==> src/rtl/id_ex_pipe_reg.sv <==
// ID/EX pipeline register with per-operand bypass muxing.
// Each decoded operand (Rs/Rt/Rd) is chosen from regfile, EX result or MEM
// result and latched into EX. Stall/flush/invalid inject bubbles, freeze holds
// the whole stage. EX-side dst/write/float/wbsrc feed back to the forwarding
// unit. bubble_cnt counts stall-inserted bubbles only, saturating.
module id_ex_pipe_reg #(
    parameter int DATA_W = 32,
    parameter int CNT_W  = 16
) (
    input  logic              clk,
    input  logic              rst_n,
    input  logic              id_valid,
    input  logic [DATA_W-1:0] id_rs_data,
    input  logic [DATA_W-1:0] id_rt_data,
    input  logic [DATA_W-1:0] id_rd_data,
    input  logic [1:0]        fw_rs,
    input  logic [1:0]        fw_rt,
    input  logic [1:0]        fw_rd,
    input  logic [DATA_W-1:0] ex_fwd_data,
    input  logic [DATA_W-1:0] mem_fwd_data,
    input  logic              stall,
    input  logic              flush,
    input  logic              freeze,
    input  logic [DATA_W-1:0] id_imm,
    input  logic [3:0]        id_alu_op,
    input  logic [4:0]        id_dst,
    input  logic              id_write,
    input  logic              id_float,
    input  logic [1:0]        id_wbsrc,
    input  logic              id_mem_write,
    output logic              ex_valid,
    output logic [DATA_W-1:0] ex_rs_val,
    output logic [DATA_W-1:0] ex_rt_val,
    output logic [DATA_W-1:0] ex_rd_val,
    output logic [DATA_W-1:0] ex_imm,
    output logic [3:0]        ex_alu_op,
    output logic [4:0]        ex_dst,
    output logic              ex_write,
    output logic              ex_float,
    output logic [1:0]        ex_wbsrc,
    output logic              ex_mem_write,
    output logic              if_id_hold,
    output logic [CNT_W-1:0]  bubble_cnt
);

    localparam logic [1:0] SEL_EX  = 2'd1;
    localparam logic [1:0] SEL_MEM = 2'd2;

    // Bypass select decode: 1 -> EX result, 2 -> MEM result, 0/3 -> regfile.
    function automatic logic [DATA_W-1:0] bypass_sel(
        input logic [1:0]        sel,
        input logic [DATA_W-1:0] rf_data,
        input logic [DATA_W-1:0] ex_data,
        input logic [DATA_W-1:0] mem_data
    );
        logic [DATA_W-1:0] res;
        case (sel)
            SEL_EX:  res = ex_data;
            SEL_MEM: res = mem_data;
            default: res = rf_data;
        endcase
        return res;
    endfunction

    // Bypassed operands (combinational, current cycle)
    logic [DATA_W-1:0] rs_mux_s;
    logic [DATA_W-1:0] rt_mux_s;
    logic [DATA_W-1:0] rd_mux_s;

    // Control decode
    logic              load_bubble_s;
    logic              count_bubble_s;
    logic              cnt_full_s;

    // Next-state values for the EX stage
    logic              nxt_valid_s;
    logic [DATA_W-1:0] nxt_rs_s;
    logic [DATA_W-1:0] nxt_rt_s;
    logic [DATA_W-1:0] nxt_rd_s;
    logic [DATA_W-1:0] nxt_imm_s;
    logic [3:0]        nxt_alu_op_s;
    logic [4:0]        nxt_dst_s;
    logic              nxt_write_s;
    logic              nxt_float_s;
    logic [1:0]        nxt_wbsrc_s;
    logic              nxt_mem_write_s;

    // EX-stage state
    logic              valid_r;
    logic [DATA_W-1:0] rs_r;
    logic [DATA_W-1:0] rt_r;
    logic [DATA_W-1:0] rd_r;
    logic [DATA_W-1:0] imm_r;
    logic [3:0]        alu_op_r;
    logic [4:0]        dst_r;
    logic              write_r;
    logic              float_r;
    logic [1:0]        wbsrc_r;
    logic              mem_write_r;
    logic [CNT_W-1:0]  cnt_r;

    // Independent operand bypass muxes
    always_comb begin
        rs_mux_s = bypass_sel(fw_rs, id_rs_data, ex_fwd_data, mem_fwd_data);
        rt_mux_s = bypass_sel(fw_rt, id_rt_data, ex_fwd_data, mem_fwd_data);
        rd_mux_s = bypass_sel(fw_rd, id_rd_data, ex_fwd_data, mem_fwd_data);
    end

    // Bubble and counter decisions; freeze gating is applied at the registers
    always_comb begin
        load_bubble_s  = flush | stall | ~id_valid;
        cnt_full_s     = (cnt_r == {CNT_W{1'b1}});
        count_bubble_s = stall & ~flush & ~freeze & ~cnt_full_s;
    end

    // Next EX contents: either a full bubble or the muxed ID instruction
    always_comb begin
        nxt_valid_s     = 1'b0;
        nxt_rs_s        = {DATA_W{1'b0}};
        nxt_rt_s        = {DATA_W{1'b0}};
        nxt_rd_s        = {DATA_W{1'b0}};
        nxt_imm_s       = {DATA_W{1'b0}};
        nxt_alu_op_s    = 4'd0;
        nxt_dst_s       = 5'd0;
        nxt_write_s     = 1'b0;
        nxt_float_s     = 1'b0;
        nxt_wbsrc_s     = 2'd0;
        nxt_mem_write_s = 1'b0;
        if (!load_bubble_s) begin
            nxt_valid_s     = 1'b1;
            nxt_rs_s        = rs_mux_s;
            nxt_rt_s        = rt_mux_s;
            nxt_rd_s        = rd_mux_s;
            nxt_imm_s       = id_imm;
            nxt_alu_op_s    = id_alu_op;
            nxt_dst_s       = id_dst;
            nxt_write_s     = id_write;
            nxt_float_s     = id_float;
            nxt_wbsrc_s     = id_wbsrc;
            nxt_mem_write_s = id_mem_write;
        end else begin
            nxt_valid_s     = 1'b0;
        end
    end

    // EX-stage register bank: freeze holds everything, otherwise load next
    always_ff @(posedge clk or negedge rst_n) begin
        if (!rst_n) begin
            valid_r     <= 1'b0;
            rs_r        <= {DATA_W{1'b0}};
            rt_r        <= {DATA_W{1'b0}};
            rd_r        <= {DATA_W{1'b0}};
            imm_r       <= {DATA_W{1'b0}};
            alu_op_r    <= 4'd0;
            dst_r       <= 5'd0;
            write_r     <= 1'b0;
            float_r     <= 1'b0;
            wbsrc_r     <= 2'd0;
            mem_write_r <= 1'b0;
        end else if (!freeze) begin
            valid_r     <= nxt_valid_s;
            rs_r        <= nxt_rs_s;
            rt_r        <= nxt_rt_s;
            rd_r        <= nxt_rd_s;
            imm_r       <= nxt_imm_s;
            alu_op_r    <= nxt_alu_op_s;
            dst_r       <= nxt_dst_s;
            write_r     <= nxt_write_s;
            float_r     <= nxt_float_s;
            wbsrc_r     <= nxt_wbsrc_s;
            mem_write_r <= nxt_mem_write_s;
        end else begin
            valid_r     <= valid_r;
            rs_r        <= rs_r;
            rt_r        <= rt_r;
            rd_r        <= rd_r;
            imm_r       <= imm_r;
            alu_op_r    <= alu_op_r;
            dst_r       <= dst_r;
            write_r     <= write_r;
            float_r     <= float_r;
            wbsrc_r     <= wbsrc_r;
            mem_write_r <= mem_write_r;
        end
    end

    // Saturating count of load-use bubbles (flush-killed bubbles excluded)
    always_ff @(posedge clk or negedge rst_n) begin
        if (!rst_n) begin
            cnt_r <= {CNT_W{1'b0}};
        end else if (count_bubble_s) begin
            cnt_r <= cnt_r + {{(CNT_W-1){1'b0}}, 1'b1};
        end else begin
            cnt_r <= cnt_r;
        end
    end

    // Upstream hold is purely combinational so IF/ID freezes in the same cycle
    assign if_id_hold   = stall | freeze;

    assign ex_valid     = valid_r;
    assign ex_rs_val    = rs_r;
    assign ex_rt_val    = rt_r;
    assign ex_rd_val    = rd_r;
    assign ex_imm       = imm_r;
    assign ex_alu_op    = alu_op_r;
    assign ex_dst       = dst_r;
    assign ex_write     = write_r;
    assign ex_float     = float_r;
    assign ex_wbsrc     = wbsrc_r;
    assign ex_mem_write = mem_write_r;
    assign bubble_cnt   = cnt_r;

endmodule

==> config.mk <==
export PLATFORM = sky130hd
export DESIGN_NAME = id_ex_pipe_reg
export DESIGN_NICKNAME = d
export VERILOG_FILES = /design/src/rtl/id_ex_pipe_reg.sv
export SDC_FILE = /design/constraint.sdc
export NUM_CORES = 1
export LEC_CHECK = 0
export ABC_AREA = 1
export CAP_MARGIN = 10
export CORE_MARGIN = 8
export CORE_UTILIZATION = 35
export CTS_CLUSTER_DIAMETER = 200
export DETAILED_ROUTE_END_ITERATION = 16
export HOLD_SLACK_MARGIN = 0.1
export PLACE_DENSITY = 0.73
export SLEW_MARGIN = 15
export SYNTH_ARGS = -nofsm -noshare
export SYNTH_HDL_FRONTEND = slang
export SYNTH_SLANG_ARGS = --single-unit
==> constraint.sdc <==
create_clock -name clk -period 1.45 [get_ports clk]
set_input_delay 0.3625 -clock clk [delete_from_list [all_inputs] [get_ports clk]]
set_output_delay 0.3625 -clock clk [all_outputs]
set_load 0.01 [all_outputs]
==> qor.txt <==
crit-path cells -> buf_4 -> nand2_1 -> nor2_4 -> nand4_4 -> nand2_4 -> nand2_1 -> nand2_1
FF-to-FF End -> bubble_cnt[6]
1st-iter DRT viols -> 854
final cell count without fillers -> 1684
Synth top area share -> 0.502
GRT Overall Usage -> 0.264
Detailed Place HPWL -> 26000 um
synth top area cells -> dfrtp_1, o21ai_0, nand2_1
Core Area -> 0.0224 mm^2
largest net degree at the start of global routing -> 117
final worst setup slack -> 7.26 ps
largest area contributor in the netlist -> dfrtp_1
initial antenna violation count -> 5
Reg2Reg Launch Point -> bubble_cnt[6]
iteration count of the initial detailed-routing pass -> 5
most frequent CP cell -> nand2_1
TNS Setup -> 0 ps
WP data required -> 1800 ps
FMAX -> 693 MHz
most numerous cell in the Yosys netlist -> o21ai_0
Power Dens Cells -> 924 mW/mm^2
Final Max Tran Viols -> 0
number of port buffers -> 377
Clock Latency Late Sink -> 420 ps
maximum VDD drop -> 0.000612 V
syn nets -> 1169
max-cap violation count -> 0
die height -> 166 um
Setup-failing EPs final -> 0
largest stage delay on the critical path -> 370 ps
area of the multi-input gates -> 0.00360 mm^2
Most used DFF post-synth -> dfrtp_1
share of layout cells above drive strength 1 -> 0.221
Setup crit start kind -> register
CP Class -> reg -> reg
CTS tree -> done
clock tree sinks -> 159
DR WL/cell -> 22.6 um
CP endpoint -> bubble_cnt[6]
area grow syn2layout -> 71.3%
Max transition margin -> 0.587
Fill cells -> 1981
Die Wd -> 166 um
register bit count reported by yosys -> 159
Tmin final -> 1440 ps
Slew @ Worst Pin -> 620 ps
routed vias/inst -> 5.43
final hold violation count -> 0
LEAKAGE -> 6.21 nW
final net count -> 1609
source of the critical timing path -> bubble_cnt[6]
gr ovfl total -> 0
RD Place Congestion -> 0.893
Hold WC Path Type -> in -> reg
root buf cell -> clkbuf_16
YS warnings -> 0
Seq/Total Area, Yosys -> 0.502
IO Count -> 378
Critical Path End Type -> register
CP max FO -> 8
Mapped Cells -> 944
global-route wire length before repair -> 57000 um
Syn Area/Cell -> 8.40 um^2
DRC violations left -> 0
sequential standard cell area -> 0.00399 mm^2
Worst Skew -> 11.3 ps
Site Rows -> 55
Final Util -> 0.605
Tcrit/Tclk final -> 0.995
Die ar. -> 0.0277 mm^2
commonest cells in the synthesized netlist -> o21ai_0, nand2_1, dfrtp_1, a21oi_1, o21ai_1
Mapped Area -> 0.00793 mm^2
Async SR Flop Fraction -> 1.00
# H-tree levels -> 4
status -> finished, final reports clean
CP max stage cell -> dfrtp_2
reg2reg path depth -> 7
clock transition at the registers of the reported paths -> 70 ps
dpl ws -> -585 ps
Starting Density -> 0.353
Pwr Total -> 0.0126 W
WL final -> 38100 um
reg2reg setup slack -> 7 ps
synth unique cells -> 30
Post-synth EDFFs -> 0
CTS Buffer Depth -> 2
Vias -> 9151
WP data arrival -> 1800 ps
CTS Buf Count -> 17
vias in the first global route -> 9364
Post-Place Cells -> 1603
RSZ-0062 raised after global routing -> true
Routed Antenna Nets -> 0
==> kinds of logic after synthesis <==
kind of cell,count (synthesis),synth area share
AND/OR/NAND/NOR,213,0.112
adder cells (fa/ha/maj),7,0.0110
buffers and inverters,125,0.0671
AO/OA/AOI/OAI,434,0.301
flip-flops,159,0.502
XOR/XNOR,6,0.00663
==> layout make-up <==
cell class / instances / share of cell area
clock inverters: 14 / 0.0124
clock buffers: 18 / 0.0323
inverters: 56 / 0.0182
repair inverters: 1 / 0.000461
repair buffers: 488 / 0.351
multi-input cells: 661 / 0.265
flip-flops and latches: 159 / 0.294
well taps: 285 / 0.0263
diodes: 2 / 0.000369
==> state kept, by name, summed over array words and instances (netlist names) <==
name / count
ex_imm: 32
ex_rd_val: 32
ex_rs_val: 32
ex_rt_val: 32
bubble_cnt: 16
ex_dst: 5
ex_alu_op: 4
ex_wbsrc: 2
ex_float: 1
ex_mem_write: 1
ex_valid: 1
ex_write: 1
==> repair_timing <==
action	CTS	global route
pin swaps	4	26
gates resized for setup	418	125
gates cloned	14	1
endpoints found under the hold margin	22	0
endpoints found under the setup margin	256	116
setup buffers	24	7
hold buffers	1	0
==> how the worst min path moves through the flow <==
stage,from,depth (start not counted),to
after floorplan,rst_n,0,bubble_cnt[0]
after global placement,rst_n,1,ex_float
after detailed placement,rst_n,1,bubble_cnt[1]
after CTS,freeze,4,ex_valid
after global routing,freeze,4,ex_valid
final,freeze,4,ex_valid
==> where the power goes <==
group          switching, W  internal, W
Clock               0.00205      0.00265
Sequential         0.000138      0.00464
Combinational       0.00150      0.00157
Total               0.00369      0.00886
==> worst max-delay path, delay by kind of cell, from the launching register on <==
family                 cells  cell delay [ps]
AND/OR/NAND/NOR            6              860
flip-flops                 1              370
buffers and inverters      1              140
==> layer usage <==
metal / part of all wire / vias to the layer above / GRT usage
li1: - / 4146 / -
met1: 0.39 / 4344 / 0.309
met2: 0.48 / 560 / 0.446
met3: 0.097 / 95 / 0.0879
met4: 0.035 / 6 / 0.0960
met5: 0.00097 / - / 0
==> cells in the final DEF (no fill, tap or decap), drive strengths merged, types with 4 or more instances in the layout <==
cell type	n
o21ai	290
clkdlybuf4s50	207
nand2	179
dfrtp	159
buf	133
a21oi	97
clkbuf	82
clkdlybuf4s15	70
inv	63
a22o	46
nor2	19
dlygate4sd2	7
ha	7
xnor2	6
nand3	6
bufbuf	5
nand4	5
clkinv	4
==> metrics by stage <==
stage          area [um^2]  hold slack [ps]
3_5_place_dp         12400              293
5_1_grt              13600              352
3_3_place_gp         12400              285
6_report             13600              351
2_1_floorplan         7940             66.9
4_1_cts              13800              371
No activity file was read; power rests on OpenSTA's default activity.
